$ cat src/rtl/ysyx_22050854_wbu.sv
// Writeback unit: retires one instruction per handshake, waits for and extends load data,
// and drives a registered register-file write port. Difftest commit port: YSYX_22050854_WBU_DIFFTEST_EN.
module ysyx_22050854_wbu (
    input  logic        clk,
    input  logic        rst_n,
    input  logic        in_valid,
    output logic        in_ready,
    input  logic [63:0] in_pc,
    input  logic [4:0]  in_rd,
    input  logic        in_rd_wen,
    input  logic [63:0] in_result,
    input  logic        in_is_load,
    input  logic [2:0]  in_ld_funct3,
    input  logic [2:0]  in_addr_lo,
    input  logic        mem_rvalid,
    input  logic [63:0] mem_rdata,
    output logic        rf_wen,
    output logic [4:0]  rf_waddr,
    output logic [63:0] rf_wdata,
    output logic [63:0] instret,
    output logic        commit_valid,
    output logic [63:0] commit_pc
);

    typedef enum logic {
        IDLE     = 1'b0,
        WAIT_MEM = 1'b1
    } state_e;

    state_e      state_q, state_d;
    logic [4:0]  rd_q;
    logic        rd_wen_q;
    logic [2:0]  funct3_q;
    logic [2:0]  addr_lo_q;
    logic        rf_wen_q;
    logic [4:0]  rf_waddr_q;
    logic [63:0] rf_wdata_q;
    logic [63:0] instret_q;

    logic        accept;
    logic        retire;
    logic        ret_wen;
    logic [4:0]  ret_rd;
    logic [63:0] ret_data;
    logic [63:0] sh;
    logic [63:0] ld_data;

    assign in_ready = (state_q == IDLE);
    assign accept   = in_ready && in_valid;

    assign sh = mem_rdata >> {addr_lo_q, 3'b000};

    always_comb begin
        ld_data = sh;
        case (funct3_q)
            3'b000:  ld_data = {{56{sh[7]}},  sh[7:0]};
            3'b001:  ld_data = {{48{sh[15]}}, sh[15:0]};
            3'b010:  ld_data = {{32{sh[31]}}, sh[31:0]};
            3'b100:  ld_data = {56'd0, sh[7:0]};
            3'b101:  ld_data = {48'd0, sh[15:0]};
            3'b110:  ld_data = {32'd0, sh[31:0]};
            default: ld_data = sh;
        endcase
    end

    always_comb begin
        state_d  = state_q;
        retire   = 1'b0;
        ret_wen  = 1'b0;
        ret_rd   = rd_q;
        ret_data = ld_data;
        case (state_q)
            IDLE: begin
                if (accept) begin
                    if (in_is_load) begin
                        state_d = WAIT_MEM;
                    end else begin
                        retire   = 1'b1;
                        ret_wen  = in_rd_wen;
                        ret_rd   = in_rd;
                        ret_data = in_result;
                    end
                end
            end
            WAIT_MEM: begin
                if (mem_rvalid) begin
                    state_d  = IDLE;
                    retire   = 1'b1;
                    ret_wen  = rd_wen_q;
                end
            end
            default: state_d = IDLE;
        endcase
    end

    always_ff @(posedge clk) begin
        if (!rst_n) begin
            state_q    <= IDLE;
            rd_q       <= '0;
            rd_wen_q   <= 1'b0;
            funct3_q   <= '0;
            addr_lo_q  <= '0;
            rf_wen_q   <= 1'b0;
            rf_waddr_q <= '0;
            rf_wdata_q <= '0;
            instret_q  <= '0;
        end else begin
            state_q  <= state_d;
            rf_wen_q <= 1'b0;
            if (accept) begin
                rd_q      <= in_rd;
                rd_wen_q  <= in_rd_wen;
                funct3_q  <= in_ld_funct3;
                addr_lo_q <= in_addr_lo;
            end
            // x0 still retires; only the register-file strobe is suppressed.
            if (retire) begin
                rf_wen_q   <= ret_wen && (ret_rd != 5'd0);
                rf_waddr_q <= ret_rd;
                rf_wdata_q <= ret_data;
                instret_q  <= instret_q + 64'd1;
            end
        end
    end

    assign rf_wen   = rf_wen_q;
    assign rf_waddr = rf_waddr_q;
    assign rf_wdata = rf_wdata_q;
    assign instret  = instret_q;

`ifdef YSYX_22050854_WBU_DIFFTEST_EN
    logic [63:0] pc_q;
    logic        commit_valid_q;
    logic [63:0] commit_pc_q;

    always_ff @(posedge clk) begin
        if (!rst_n) begin
            pc_q           <= '0;
            commit_valid_q <= 1'b0;
            commit_pc_q    <= '0;
        end else begin
            commit_valid_q <= retire;
            if (accept) begin
                pc_q <= in_pc;
            end
            if (retire) begin
                commit_pc_q <= (state_q == IDLE) ? in_pc : pc_q;
            end
        end
    end

    assign commit_valid = commit_valid_q;
    assign commit_pc    = commit_pc_q;
`else
    logic unused_pc;
    assign unused_pc    = ^in_pc;
    assign commit_valid = 1'b0;
    assign commit_pc    = '0;
`endif

endmodule
$ cat config.mk
export PLATFORM = sky130hd
export DESIGN_NAME = ysyx_22050854_wbu
export DESIGN_NICKNAME = d
export VERILOG_FILES = /design/src/rtl/ysyx_22050854_wbu.sv
export SDC_FILE = /design/constraint.sdc
export NUM_CORES = 1
export LEC_CHECK = 0
export ABC_AREA = 1
export CAP_MARGIN = 10
export CELL_PAD_IN_SITES_DETAIL_PLACEMENT = 1
export CELL_PAD_IN_SITES_GLOBAL_PLACEMENT = 1
export CORE_AREA = 2 2 189 191
export CTS_CLUSTER_DIAMETER = 200
export DETAILED_ROUTE_END_ITERATION = 7
export DIE_AREA = 0 0 191 193
export GPL_ROUTABILITY_DRIVEN = 0
export GPL_TIMING_DRIVEN = 1
export PLACE_DENSITY_LB_ADDON = 0.1
export SYNTH_ARGS = -nofsm -noshare
export SYNTH_HDL_FRONTEND = slang
export SYNTH_SLANG_ARGS = --single-unit
$ cat constraint.sdc
create_clock -name clk -period 2 [get_ports clk]
set_input_delay 0.2 -clock clk [delete_from_list [all_inputs] [get_ports clk]]
set_output_delay 0.2 -clock clk [all_outputs]
set_load 0.03 [all_outputs]
==> results of run 1 <==
-- cell usage in the layout, fill, tap and decap left out, types with 9 or more instances in the layout --
master | synthesis | layout
a21oi_1 | 100 | 100
buf_4 | 67 | 104
nand3_1 | 71 | 71
dfxtp_1 | 147 | 139
clkbuf_16 | 0 | 18
nand2_1 | 586 | 584
xnor2_1 | 20 | 20
o21ai_0 | 133 | 129
nor2_2 | 4 | 9
o211ai_1 | 13 | 13
nand4_1 | 12 | 12
buf_12 | 0 | 13
nor3_1 | 14 | 12
clkdlybuf4s50_1 | 0 | 278
inv_2 | 7 | 9
inv_1 | 88 | 85
nor2_1 | 225 | 217
o21ai_1 | 20 | 24
nand3_2 | 20 | 20
conb_1 | 1 | 65
-- through the flow --
| step | hold WS [ns] | TNS (ns) | utilization, % | setup WS, ns |
|---|---|---|---|---|
| floorplan | 0.335 | 0 | - | 0.0401 |
| global placement | 0.436 | -0.725 | 39.1 | -0.115 |
| detailed placement | 0.442 | -1.40 | 39.1 | -0.136 |
| CTS | 0.341 | 0 | 40.8 | 0.000876 |
| global route | 0.395 | -0.0233 | 41.2 | -0.0139 |
| finish | 0.364 | 0 | 41.2 | 0.0733 |
-- where the power goes --
| group | switching (mW) | total, mW | internal, mW |
|---|---|---|---|
| clock | 1.52 | 3.32 | 1.80 |
| sequential | 0.100 | 3.18 | 3.08 |
| combinational | 1.64 | 2.70 | 1.06 |
| total | 3.26 | 9.19 | 5.93 |
-- per-layer routing --
layer / up-vias / share of wire [%] / wire (um) / global-route usage (%)
li1: 5888 / - / - / -
met1: 5552 / 45 / 20500 / 30.8
met4: 4 / 1.6 / 741 / 6.05
met2: 326 / 45 / 20500 / 40.6
met5: - / 0.062 / 28 / 0
met3: 43 / 7.7 / 3470 / 7.69
-- sequential cells by signal (all words and copies together), names as in the netlist --
register,count
rd_wen_q,1
instret,64
rd_q,5
state_q,1
rf_wdata,64
funct3_q,3
addr_lo_q,3
rf_wen,1
rf_waddr,5
-- kinds of logic (layout without fill, tap and decap cells) --
kind of cell               Yosys count  after routing  share of synthesized area (%)
buffers and inverters              244            527                           12.5
and+or+nand+nor                    950            950                           39.4
xor gates and xnor gates            24             24                           2.12
other                                1             71                         0.0378
adders and majority gates            1              1                          0.126
AOI/OAI and AO/OA                  298            298                           16.2
DFF                                147            147                           29.6
-- worst paths after layout --
kind	start	to	cells past startpoint	slack (ns)
worst max-delay path	instret[36]	instret[36]	1	0.07
worst min register to register	rd_q[3]	rd_q[3]	2	0.46
worst max register to register	addr_lo_q[0]	rf_wdata[14]	8	0.12
worst min-delay path	in_result[7]	rf_wdata[7]	3	0.36
-- what timing repair did --
action                                 in CTS  in global routing
gates cloned                                0                  2
endpoints found under the hold margin       0                  0
resized for setup                           2                 27
setup buffers                               0                  3
setup endpoints to repair                   3                 50
pin swaps                                   0                  4
-- layout make-up --
class | instances | area share [%]
multi-input combinational | 1338 | 41.9
clock inverter | 12 | 0.834
timing repair buffer | 398 | 26.9
inverter | 97 | 2.56
antenna | 6 | 0.104
sequential | 147 | 20.5
tap | 461 | 4.00
clock buffer | 20 | 3.17
==> run summary, run 1 <==
GR Overflow Total -> 0
Worst-Skew Late Latency -> 0.45 ns
Num CTS Buffers -> 17
Synth async-reset ratio -> 0%
Pleak -> 5.76 nW
initial antenna violation count -> 7
Total Power -> 9.19 mW
clock sink count -> 147
Mapped Area -> 0.00993 mm^2
design area -> 0.0144 mm^2
Antenna Nets Post-Route -> 0
yosys warns -> 0
pwr/cell area -> 638 mW/mm^2
final period utilization -> 96.3%
CP top delay family -> buffers and inverters
Setup CP Type -> reg2out
vias in the first global route -> 11993
DRT iter0 DRCs -> 576
1st-pass router iterations -> 5
top cells by count, synth -> nand2_1 (586), nor2_1 (225), dfxtp_1 (147)
routed wire length -> 45200 um
Hold Fails Final Rpt -> 0
TritonCTS clock tree -> done
Crit Path Max Fanout -> 6
first-pass GRT wire length -> 68500 um
Initial Util -> 28.4%
Seq/Total Area, Yosys -> 29.6%
WP data required -> 1.80 ns
Max Buffers Root-to-Sink -> 2
top cells by area, synth -> dfxtp_1 (30%), nand2_1 (22%), nor2_1 (8.5%)
core area -> 0.0350 mm^2
GRT Total Usage -> 24.5%
worst path bufs/invs -> 1
CTS Root Cell -> clkbuf_16
hpwl dp -> 35300 um
die height -> 193 um
final setup fails -> 0
Fin Clk Skew -> 0.0115 ns
Critical-path top delay cell -> clkdlybuf4s50_1
post-cts hold buffer count -> 0
residual DRC count -> 0
Die Wd -> 191 um
placed cell count -> 2436
Final min period -> 1.93 ns
Layout Area Growth over Synthesis -> 45.0%
Register Area -> 0.00296 mm^2
Via Count -> 11813
most common cell in the netlist -> nand2_1
Synth area leader -> dfxtp_1
crit path cell chain -> clkdlybuf4s50_1
max-cap violations -> 0
Final nets -> 2209
Max Slew Vio Count -> 0
Hold Crit Class -> in2reg
peak supply drop -> 0.000635 V
CP endpoint kind -> primary output
largest net degree at the start of global routing -> 55
Max Fclk -> 0.519 GHz
outcome -> complete, no violations
CP max stage delay -> 0.74 ns
share of the synthesized area in the top cell type -> 29.6%
Port Buffers -> 279
DP Area -> 0.0137 mm^2
number of synthesized flops with an enable pin -> 0
Mapped Cells -> 1665
Distinct cells, synth -> 43
Worst-path clk slew -> 0.07 ns
io pins -> 409
layout cells sized above 1 -> 11.0%
die area -> 0.0369 mm^2
slew margin rel. -> 57.7%
routed vias/inst -> 4.77
WP data arrival -> 1.73 ns
Least-Margin Pin Slew -> 0.634 ns
FP Rows -> 69
area of the multi-input gates -> 0.00604 mm^2
fillers -> 4541
Critical Path Source Type -> register
Synth Area per Inst -> 5.97 um^2
post-synthesis register bit count -> 147
WL per Instance -> 18.3 um
htree depth -> 4
dominant synthesized flop cell -> dfxtp_1
fin cells -> 2479
Power figures use the tool's default switching activity.
==> inputs of run 2 (changes only) <==
--- a/config.mk
+++ b/config.mk
@@ -17,4 +17,5 @@
 export GPL_TIMING_DRIVEN = 1
 export PLACE_DENSITY_LB_ADDON = 0.1
+export RECOVER_POWER = 25
 export SYNTH_ARGS = -nofsm -noshare
 export SYNTH_HDL_FRONTEND = slang
==> constraint.sdc (replaced) <==
create_clock -name clk -period 2 [get_ports clk]
set_input_delay 0.2 -clock clk [delete_from_list [all_inputs] [get_ports clk]]
set_output_delay 0.2 -clock clk [all_outputs]
set_load 0.02 [all_outputs]
==> run summary, run 2 (synthesis gave the netlist of run 1 again) <==
clock sink count -> 147
Final min period -> 1.89 ns
RSZ-0062 raised after global routing -> true
outcome -> complete, no violations
DP Area -> 0.0137 mm^2
slew margin rel. -> 60.0%
initial antenna violation count -> 7
Hold Fails Final Rpt -> 0
M3 GR Usage -> 7.78%
fin cells -> 2477
Least-Margin Pin Slew -> 0.593 ns
Via Count -> 11922
CP top delay family -> compound AO/OA/AOI/OAI gates
layout cells sized above 1 -> 10.7%
CTS Root Cell -> clkbuf_16
CP max stage delay -> 0.44 ns
Max Buffers Root-to-Sink -> 2
GRT Total Usage -> 24.5%
die area -> 0.0369 mm^2
Num CTS Buffers -> 17
most used routing layer -> met2
Top cell by count, worst path -> o21ai_0
DRT iter0 DRCs -> 568
Port Buffers -> 279
Critical-path top delay cell -> o21ai_0
core area -> 0.0350 mm^2
final setup fails -> 0
Critical Path Source Type -> register
CP endpoint kind -> register
WL per Instance -> 18.5 um
WP data required -> 2.38 ns
most common cell after layout, fill and taps aside -> nand2_1
worst path bufs/invs -> 2
met2 Track Usage GR -> 40.7%
Antenna Nets Post-Route -> 0
design area -> 0.0144 mm^2
peak supply drop -> 0.000665 V
first-pass GRT wire length -> 68500 um
Max Fclk -> 0.528 GHz
Total Power -> 8.81 mW
final period utilization -> 94.6%
Die Wd -> 191 um
WP data arrival -> 2.27 ns
post-route setup slack -> 0.108 ns
Max Slew Vio Count -> 0
max-cap violations -> 0
Final nets -> 2208
routed wire length -> 45700 um
FP Rows -> 69
Initial Util -> 28.4%
hpwl dp -> 35600 um
most frequent cells in the layout -> nand2_1 (585), clkdlybuf4s50_1 (231), nor2_1 (217), dfxtp_1 (140), o21ai_0 (132)
Pleak -> 5.86 nW
Worst-path clk slew -> 0.07 ns
Fin Clk Skew -> 0.0114 ns
die height -> 193 um
1st-pass router iterations -> 4
vias in the first global route -> 12150
routed vias/inst -> 4.81
fillers -> 4618
pre-CTS WS -> -0.173 ns
placed cell count -> 2434
met1 Resource Use GR -> 30.5%
residual DRC count -> 0
pwr/cell area -> 614 mW/mm^2
io pins -> 409
crit path cell chain -> inv_4 > buf_12 > o21ai_1 > o21ai_0 > nand2_1 > nand3_1 > o21ai_0 > o21ai_0
htree depth -> 4
TritonCTS clock tree -> done
Crit Path Max Fanout -> 48
Hold Crit Class -> in2reg
Layout Area Growth over Synthesis -> 44.5%
largest net degree at the start of global routing -> 55
Worst-Skew Late Latency -> 0.45 ns
GR Overflow Total -> 0
Setup CP Type -> reg2reg
## run 2: path summary, 6_finish.rpt
kind                              startpoint           end  slack [ns]  cells after the start
worst max-delay path            addr_lo_q[0]   rf_wdata[1]        0.11                      8
worst min-delay path            in_result[7]   rf_wdata[7]        0.36                      3
worst max register to register  addr_lo_q[0]   rf_wdata[1]        0.11                      8
worst min register to register  rf_wdata[32]  rf_wdata[32]        0.45                      2
## run 2: final cells by class
cell class / instances / area (um^2) / share of cell area, %
multi-input combinational: 1338 / 6050 / 42.2
timing repair buffer: 397 / 3860 / 26.9
sequential: 147 / 2950 / 20.6
tap: 461 / 577 / 4.02
clock buffer: 20 / 437 / 3.04
inverter: 97 / 369 / 2.57
clock inverter: 12 / 96.3 / 0.671
antenna: 5 / 12.5 / 0.0872
## run 2: worst min-delay path, cell delays in order
cell             delay (ns)
clkdlybuf4s50_1        0.41
nand2_1                0.07
a31oi_1                0.07
## run 2: per-stage QoR
stage / TNS (ns) / util, % / hold WS [ns]
after global placement: -0.877 / 39.1 / 0.436
after detailed placement: -2.63 / 39.1 / 0.440
after floorplan: 0 / - / 0.335
after CTS: 0 / 40.6 / 0.335
after global routing: -0.404 / 41.0 / 0.381
final: 0 / 41.1 / 0.360
## run 2: power by group
| part | switching (mW) | internal [mW] | leakage (nW) |
|---|---|---|---|
| Combinational | 1.51 | 1.04 | 4.42 |
| Clock | 1.49 | 1.61 | 0.242 |
| Sequential | 0.0931 | 3.08 | 1.20 |
| Total | 3.09 | 5.72 | 5.86 |
## run 2: routing by layer
layer / wire length, um / vias to the layer above
li1: - / 5869
met1: 20500 / 5699
met2: 20900 / 310
met3: 3680 / 40
met4: 692 / 4
met5: 26 / -
## run 2: what timing repair did
action                                  CTS  global route
hold endpoints to repair                  0             0
pin swaps                                 0             3
gates resized for setup                   2            25
cloned                                    0             2
setup buffers                             0             4
hold buffers                              0             0
endpoints found under the setup margin    3            49
==> inputs of run 3 (changes only) <==
- HOLD_SLACK_MARGIN: unset -> 0.02
==> results of run 3 <==
Same layout as run 2: the final DEF is identical, and so are final timing and power.
